## src/rtl/dispatch_unit.sv

```systemverilog
// Dispatch stage: one-entry dispatch register between the IFQ and four issue queues, with ROB tag
// allocation and local J/JAL redirect. Define DISPATCH_BTFN_EN to also redirect backward BEQ/BNE.
module dispatch_unit #(
    parameter int ROB_DEPTH = 32,
    parameter int TAG_W     = 5,
    parameter int NUM_IQ    = 4
) (
    input  logic              clk,
    input  logic              rst,
    input  logic [31:0]       ifq_pc_out,
    input  logic [31:0]       ifq_inst,
    input  logic              ifq_empty,
    output logic              ifq_rd_en,
    output logic [31:0]       ifq_jump_branch_address,
    output logic              ifq_jump_branch_valid,
    input  logic              rob_full,
    output logic              rob_alloc,
    output logic [TAG_W-1:0]  disp_tag,
    output logic [31:0]       disp_inst,
    output logic [31:0]       disp_pc,
    output logic [NUM_IQ-1:0] iq_valid,
    input  logic [NUM_IQ-1:0] iq_ready,
    input  logic              flush,
    input  logic [TAG_W-1:0]  flush_tag
);

    generate
        if (NUM_IQ != 4) begin : g_bad_num_iq
            $error("dispatch_unit: NUM_IQ must be 4");
        end
        if ((2 ** TAG_W) < ROB_DEPTH) begin : g_bad_tag_w
            $error("dispatch_unit: TAG_W too narrow for ROB_DEPTH");
        end
    endgenerate

    typedef enum logic [2:0] {CL_INT, CL_LDST, CL_MULT, CL_DIV, CL_NOQ} cls_t;
    typedef enum logic {S_RUN, S_REDIRECT} state_t;

    state_t           state;
    cls_t             d_class;
    cls_t             new_class;
    logic             d_valid;
    logic [TAG_W-1:0] tail;
    logic [5:0]       opcode;
    logic [5:0]       funct;
    logic             redirect_now;
    logic [31:0]      redirect_target;
    logic [3:0]       j_region;
    logic [1:0]       iq_sel;
    logic             needs_rob;
    logic             fire;
    logic             load;

    assign opcode   = ifq_inst[31:26];
    assign funct    = ifq_inst[5:0];
    assign j_region = 4'((ifq_pc_out + 32'd4) >> 28);

    always_comb begin
        new_class = CL_INT;
        if (opcode == 6'h23 || opcode == 6'h2B)
            new_class = CL_LDST;
        else if (opcode == 6'h00 && (funct == 6'h18 || funct == 6'h19))
            new_class = CL_MULT;
        else if (opcode == 6'h00 && (funct == 6'h1A || funct == 6'h1B))
            new_class = CL_DIV;
        else if (opcode == 6'h02)
            new_class = CL_NOQ;
    end

`ifdef DISPATCH_BTFN_EN
    logic        is_jump;
    logic        is_bwd_br;
    logic [31:0] br_target;

    assign is_jump   = (opcode == 6'h02) || (opcode == 6'h03);
    assign is_bwd_br = ((opcode == 6'h04) || (opcode == 6'h05)) && ifq_inst[15];
    assign br_target = ifq_pc_out + 32'd4 + {{14{ifq_inst[15]}}, ifq_inst[15:0], 2'b00};

    always_comb begin
        redirect_now    = is_jump || is_bwd_br;
        redirect_target = is_jump ? {j_region, ifq_inst[25:0], 2'b00} : br_target;
    end
`else
    always_comb begin
        redirect_now    = (opcode == 6'h02) || (opcode == 6'h03);
        redirect_target = {j_region, ifq_inst[25:0], 2'b00};
    end
`endif

    // Only ROB-consuming classes are stalled by rob_full; a J always drains.
    assign iq_sel    = d_class[1:0];
    assign needs_rob = (d_class != CL_NOQ);
    assign fire      = d_valid && (!needs_rob || (iq_ready[iq_sel] && !rob_full));
    assign load      = !ifq_empty && (!d_valid || fire) && (state == S_RUN) && !flush;
    assign ifq_rd_en = load;
    assign rob_alloc = fire && needs_rob && !flush;
    assign disp_tag  = tail;

    always_comb begin
        iq_valid = '0;
        for (int unsigned i = 0; i < NUM_IQ; i++)
            iq_valid[i] = d_valid && needs_rob && !rob_full && (iq_sel == 2'(i));
    end

    always_ff @(posedge clk or negedge rst) begin
        if (!rst) begin
            state                   <= S_RUN;
            d_valid                 <= 1'b0;
            d_class                 <= CL_INT;
            tail                    <= '0;
            disp_inst               <= '0;
            disp_pc                 <= '0;
            ifq_jump_branch_valid   <= 1'b0;
            ifq_jump_branch_address <= '0;
        end else if (flush) begin
            state                 <= S_RUN;
            d_valid               <= 1'b0;
            tail                  <= flush_tag;
            ifq_jump_branch_valid <= 1'b0;
        end else begin
            if (rob_alloc)
                tail <= (tail == TAG_W'(ROB_DEPTH - 1)) ? '0 : tail + 1'b1;

            if (load) begin
                d_valid   <= 1'b1;
                d_class   <= new_class;
                disp_inst <= ifq_inst;
                disp_pc   <= ifq_pc_out;
            end else if (fire) begin
                d_valid <= 1'b0;
            end

            ifq_jump_branch_valid <= 1'b0;
            case (state)
                S_RUN: begin
                    if (load && redirect_now) begin
                        state                   <= S_REDIRECT;
                        ifq_jump_branch_valid   <= 1'b1;
                        ifq_jump_branch_address <= redirect_target;
                    end
                end
                default: state <= S_RUN;
            endcase
        end
    end

endmodule
```

## config.mk

```make
export PLATFORM = sky130hd
export DESIGN_NAME = dispatch_unit
export DESIGN_NICKNAME = d
export VERILOG_FILES = /design/src/rtl/dispatch_unit.sv
export SDC_FILE = /design/constraint.sdc
export NUM_CORES = 1
export LEC_CHECK = 0
export CAP_MARGIN = 20
export CORE_ASPECT_RATIO = 0.8
export CORE_UTILIZATION = 47
export CTS_BUF_LIST = sky130_fd_sc_hd__clkbuf_4
export DETAILED_ROUTE_END_ITERATION = 8
export PLACE_DENSITY = 0.87
export SLEW_MARGIN = 20
export SYNTH_ARGS = -nofsm -noshare
export SYNTH_HDL_FRONTEND = slang
export SYNTH_SLANG_ARGS = --single-unit
```

## constraint.sdc

```tcl
create_clock -name clk -period 3.7 [get_ports clk]
set_input_delay 0.37 -clock clk [delete_from_list [all_inputs] [get_ports clk]]
set_output_delay 0.37 -clock clk [all_outputs]
set_load 0.005 [all_outputs]
```

# [Word-level counts from Yosys, hierarchy flattened]
# Cells that the tools add are included.
[word_totals] ff_bits=104 input_bits=78
[classes] n_eq_ne=13 bitwise=2 reduce_logical=33 muxes=15 order_cmp=1 addsub=2
[op_table] op="32-bit by 3-bit adder with 32-bit output, second input constant" count=1
[op_table] op="6-bit by 5-bit equality test with 1-bit output, second input constant" count=4
[op_table] op="1-bit logical AND" count=16
[op_table] op="5-bit 2-to-1 mux" count=3
[op_table] op="6-bit by 2-bit equality test with 1-bit output, second input constant" count=2
[op_table] op="6-bit equality test, second input constant" count=2
[op_table] op="3-bit 2-to-1 mux" count=4
[op_table] op="1-bit 2-to-1 mux" count=7
[op_table] op="6-bit logical NOT" count=1
[op_table] op="1-bit logical OR" count=6
[op_table] op="5-bit by 1-bit adder with 5-bit output, second input constant" count=1
[op_table] op="5-bit equality test, second input constant" count=1
[op_table] op="1-bit logical NOT" count=5
[op_table] op="2-bit equality test, second input constant" count=2
[op_table] op="2-bit by 3-bit less-than comparator with 1-bit output, second input constant" count=1
[op_table] op="3-bit != test, second input constant" count=1
[op_table] op="3-bit AND reduction" count=1
[op_table] op="3-bit nonzero test" count=1
[op_table] op="1-bit binary-select mux with 2-bit select" count=1
[op_table] op="2-bit by 1-bit equality test with 1-bit output, second input constant" count=1
[op_table] op="2-bit logical NOT" count=1
[op_table] op="1-bit inverter" count=2
[op_table] op="2-bit AND reduction" count=1
[op_table] op="2-bit nonzero test" count=1

# [Logic depth before layout (Yosys ltp)]
[logic_depth] ltp_word=13 ltp_mapped=7 ltp_nobuf=7

# [Worst setup path after synthesis]
# Ideal clock, no wire load.
[synth_timing] path_type="register to output" startpoint="register d_class[0]" endpoint="output port ifq_rd_en" arrival_time_ns=1.831 n_path_buf=2 required_time_ns=3.330 path_stages_with_launch=7 setup_slack_ns=1.499 path_cell_list="dfrtp_1 -> mux4_2 -> a221oi_4 -> or4_1 -> buf_4 -> buf_2 -> inv_1"
[synth_via] elab_chain_cells=9 elab_cells_between_ends=11
[synth_rtl] item="start: declaration" line_no="40" rtl="cls_t d_class;"
[synth_rtl] item="start signal: assignment" line_no="126" rtl="d_class <= new_class;"
[synth_rtl] item="1-bit binary-select mux with 2-bit select" line_no="93" rtl="assign fire = d_valid && (!needs_rob || (iq_ready[iq_sel] && !rob_full));"
[synth_rtl] item="1-bit 2-to-1 mux (not written as such)" line_no="93"
[synth_rtl] item="1-bit logical AND" line_no="93"
[synth_rtl] item="1-bit logical OR *" line_no="93"
[synth_rtl] item="1-bit logical AND *" line_no="93"
[synth_rtl] item="1-bit logical OR *" line_no="94" rtl="assign load = !ifq_empty && (!d_valid || fire) && (state == S_RUN) && !flush;"
[synth_rtl] item="1-bit logical AND * (3 in a row)" line_no="94"
[synth_rtl] item="end: declaration" line_no="13" rtl="output logic ifq_rd_en,"
# Mark *: on every way between the ends. The rest lies on a longest branch, timed or not. The select of a mux whose other input is x is not followed.

# [Final worst setup path]
# Same ends and word-level chain as after synthesis.

==> flow_summary.json <==
{
  "synth-edff-count": 0,
  "synth_cell_types": 37,
  "clkSinkCount": 104,
  "drc": 10,
  "slew_headroom_pct": 47.3,
  "antenna_found_initial": 0,
  "htreeDepth": 3,
  "dieWidth_microns": 112,
  "netlist_instances": 298,
  "cpPeakStageDelay_ps": 590,
  "cts_root_buf": "clkbuf_4",
  "routed_wl_microns": 10800,
  "worst_pin_slew_ps": 790,
  "yosysTopAreaCellShare_pct": 57.6,
  "synthArstFlopShare_pct": 100,
  "drive_above_1_share_pct": 23.7,
  "critPathMaxFanout": 19,
  "vias": 3111,
  "finalSetupViolCount": 0,
  "clk_pin_slew_ps": 140,
  "overflow": 0,
  "power.internal_mw": 2.07,
  "syn_area_sq_mm": 0.00452,
  "holdWs_ps": 474,
  "drv_slew": 0,
  "core-area_sq_mm": 0.00919,
  "final_nets": 565,
  "required_ps": 3330,
  "ant_nets": 0,
  "io_pins": 186,
  "cp_cell_sequence": "mux4_2 > a221oi_4 > or4_4 > inv_1 > clkdlybuf4s50_1",
  "path_class": "reg2out",
  "dieArea_sq_mm": 0.0100,
  "yosys-top-cells-count": "dfrtp_1, mux2_4, mux2_2",
  "place.gp.congestion": 0.778,
  "grt_max_degree": 87,
  "yosysWarnings": 0,
  "arrival_ps": 2810,
  "cp.buffers_inverters": 2,
  "die_h_microns": 89.7,
  "dp_hpwl_microns": 7980,
  "clock.fmax_mhz": 314,
  "clockPowerShare_pct": 18.7,
  "ys_ff_latch": 104,
  "finalHoldViolations": 0,
  "rsz0062_at_grt": "false",
  "area_growth_pct": 45.4,
  "pwr-share-seq_pct": 51.1,
  "clk_latency_ps": 450,
  "clock_path_buffers": 2,
  "drv_cap": 0,
  "powerDensity_mw_per_mm2": 426,
  "drtIter0Drc": 177,
  "comb_power_share_pct": 30.2,
  "critPathSlowestCell": "mux4_2",
  "status": "finished with violations",
  "endpoint_kind": "output port",
  "start_util_pct": 49.1,
  "synth_top_area_cell": "dfrtp_1",
  "tritoncts": "yes",
  "finalSetupTns_ps": 0,
  "cts_inserted_buffers": 9,
  "grt_pass1_wl_microns": 16800,
  "startpoint_type": "flip-flop",
  "grtUsageTotal_pct": 22.2,
  "synth_ff_type": "dfrtp_1",
  "wl_per_cell_microns": 17.8,
  "vias_per_cell": 5.14,
  "placementRows": 31,
  "grt_pass1_vias": 3194,
  "p_leak_nw": 2.98,
  "synth_most_common_cell": "dfrtp_1",
  "synth.yosys.seq_area_share_pct": 57.6,
  "p_switching_mw": 0.732,
  "path_delay_family": "multiplexers",
  "swShare_pct": 26.2,
  "violations": "design-rule violations",
  "firstDrtPassIters": 7,
  "avgSynthCellArea_sq_um": 15.2,
  "synth_area_leaders": "dfrtp_1, mux2_4, mux2_2, nand4_1, buf_6",
  "post-route-min-period_ps": 3180,
  "final.period_utilization_pct": 86.0,
  "hp-class": "in2reg",
  "post_cts_buffers": 0,
  "ir_worst_vdd_uv": 236,
  "diodes": 0,
  "skew_ps": 14.5,
  "io_buffers": 183
}
[cells in the final DEF, fill, tap and decap left out, types with 2 or more instances in the layout]
| master | Yosys | layout |
|---|---|---|
| clkbuf_4 | 0 | 10 |
| o21ai_0 | 9 | 9 |
| inv_6 | 0 | 2 |
| nor3_1 | 3 | 3 |
| mux2_4 | 60 | 60 |
| conb_1 | 1 | 2 |
| clkdlybuf4s50_1 | 0 | 182 |
| dfrtp_1 | 104 | 104 |
| mux2_2 | 28 | 28 |
| inv_1 | 5 | 5 |
| buf_4 | 3 | 4 |
| nor2_1 | 15 | 15 |
| nand4_1 | 13 | 13 |
| a21oi_1 | 8 | 8 |
| nand3_1 | 2 | 2 |
| nand2_1 | 8 | 8 |
| nor4b_1 | 4 | 4 |
| clkinv_2 | 0 | 2 |
| ha_1 | 2 | 2 |
| xor2_1 | 4 | 4 |
[layout make-up]
class | count | area, sq um
multi-input cells | 176 | 1790
inverters | 5 | 18.8
clock inverters | 6 | 43.8
clock buffers | 10 | 75.1
fillers | 656 | 2630
repair buffers | 189 | 1890
well taps | 115 | 144
flip-flops and latches | 104 | 2600
[worst register-to-register path: cells and delay by family, from the launching register on]
family                 cells  cell delay, ps
AND/OR/NAND/NOR            1             400
buffers and inverters      1             400
flip-flops                 1             510
multiplexers               2            1000
AO/OA/AOI/OAI              1             370
[routing by layer]
layer | track usage (%) | routed length [microns] | part of all wire [%] | vias up
li1 | - | - | - | 1440
met1 | 27.6 | 4610 | 43 | 1554
met2 | 37.3 | 5330 | 49 | 102
met3 | 6.58 | 658 | 6.1 | 15
met4 | 8.60 | 195 | 1.8 | 0
met5 | 0 | 0 | 0 | -
[final timing paths]
path,startpoint,to,slack [ps],depth (start not counted)
min in group asynchronous,rst,disp_pc[7],500,2
max reg2reg,d_class[0],disp_pc[0],940,5
max,d_class[0],ifq_rd_en,520,5
max in group asynchronous,rst,ifq_jump_branch_address[30],2390,3
min reg2reg,disp_inst[26],disp_inst[26],530,2
min,flush_tag[0],disp_tag[0],470,3
[per-stage QoR]
step                      instance area (sq um)  instances  total power, mW  utilization, %  setup WS, ps
final                                      6570        605             2.80            71.4           516
after global routing                       6570        605             2.94            71.4           319
after CTS                                  6550        604             2.83            71.3           486
after detailed placement                   6430        588             2.30            70.0           705
after global placement                     6430        588             2.27            70.0           778
after floorplan                            4520        299             1.75               -          1500
[power groups by stage]
stage / sequential (mW) / combinational (mW) / clock [mW]
floorplan: 1.45 / 0.295 / 0
global placement: 1.44 / 0.828 / 0
detailed placement: 1.45 / 0.849 / 0
CTS: 1.43 / 0.852 / 0.550
global route: 1.45 / 0.897 / 0.590
finish: 1.43 / 0.843 / 0.524
[registers in the layout (all words and copies together) (netlist names)]
name,flops
disp_tag,5
state,1
ifq_jump_branch_address,30
d_valid,1
disp_pc,32
disp_inst,32
d_class,3
[what timing repair did]
action / CTS / global route
endpoints found under the setup margin: 0 / 0
endpoints found under the hold margin: 0 / 56
hold buffers: 0 / 1
gates resized for setup: 0 / 0
[kinds of logic after synthesis]
kind of cell | Yosys count | share of synthesized area [%]
AOI/OAI and AO/OA | 21 | 2.96
xor gates and xnor gates | 4 | 0.775
adders and majority gates | 2 | 0.554
buffers and inverters | 19 | 2.94
DFF | 104 | 57.6
muxes | 91 | 27.9
other | 1 | 0.0830
and+or+nand+nor | 56 | 7.20
No activity file was read; power rests on OpenSTA's default activity.
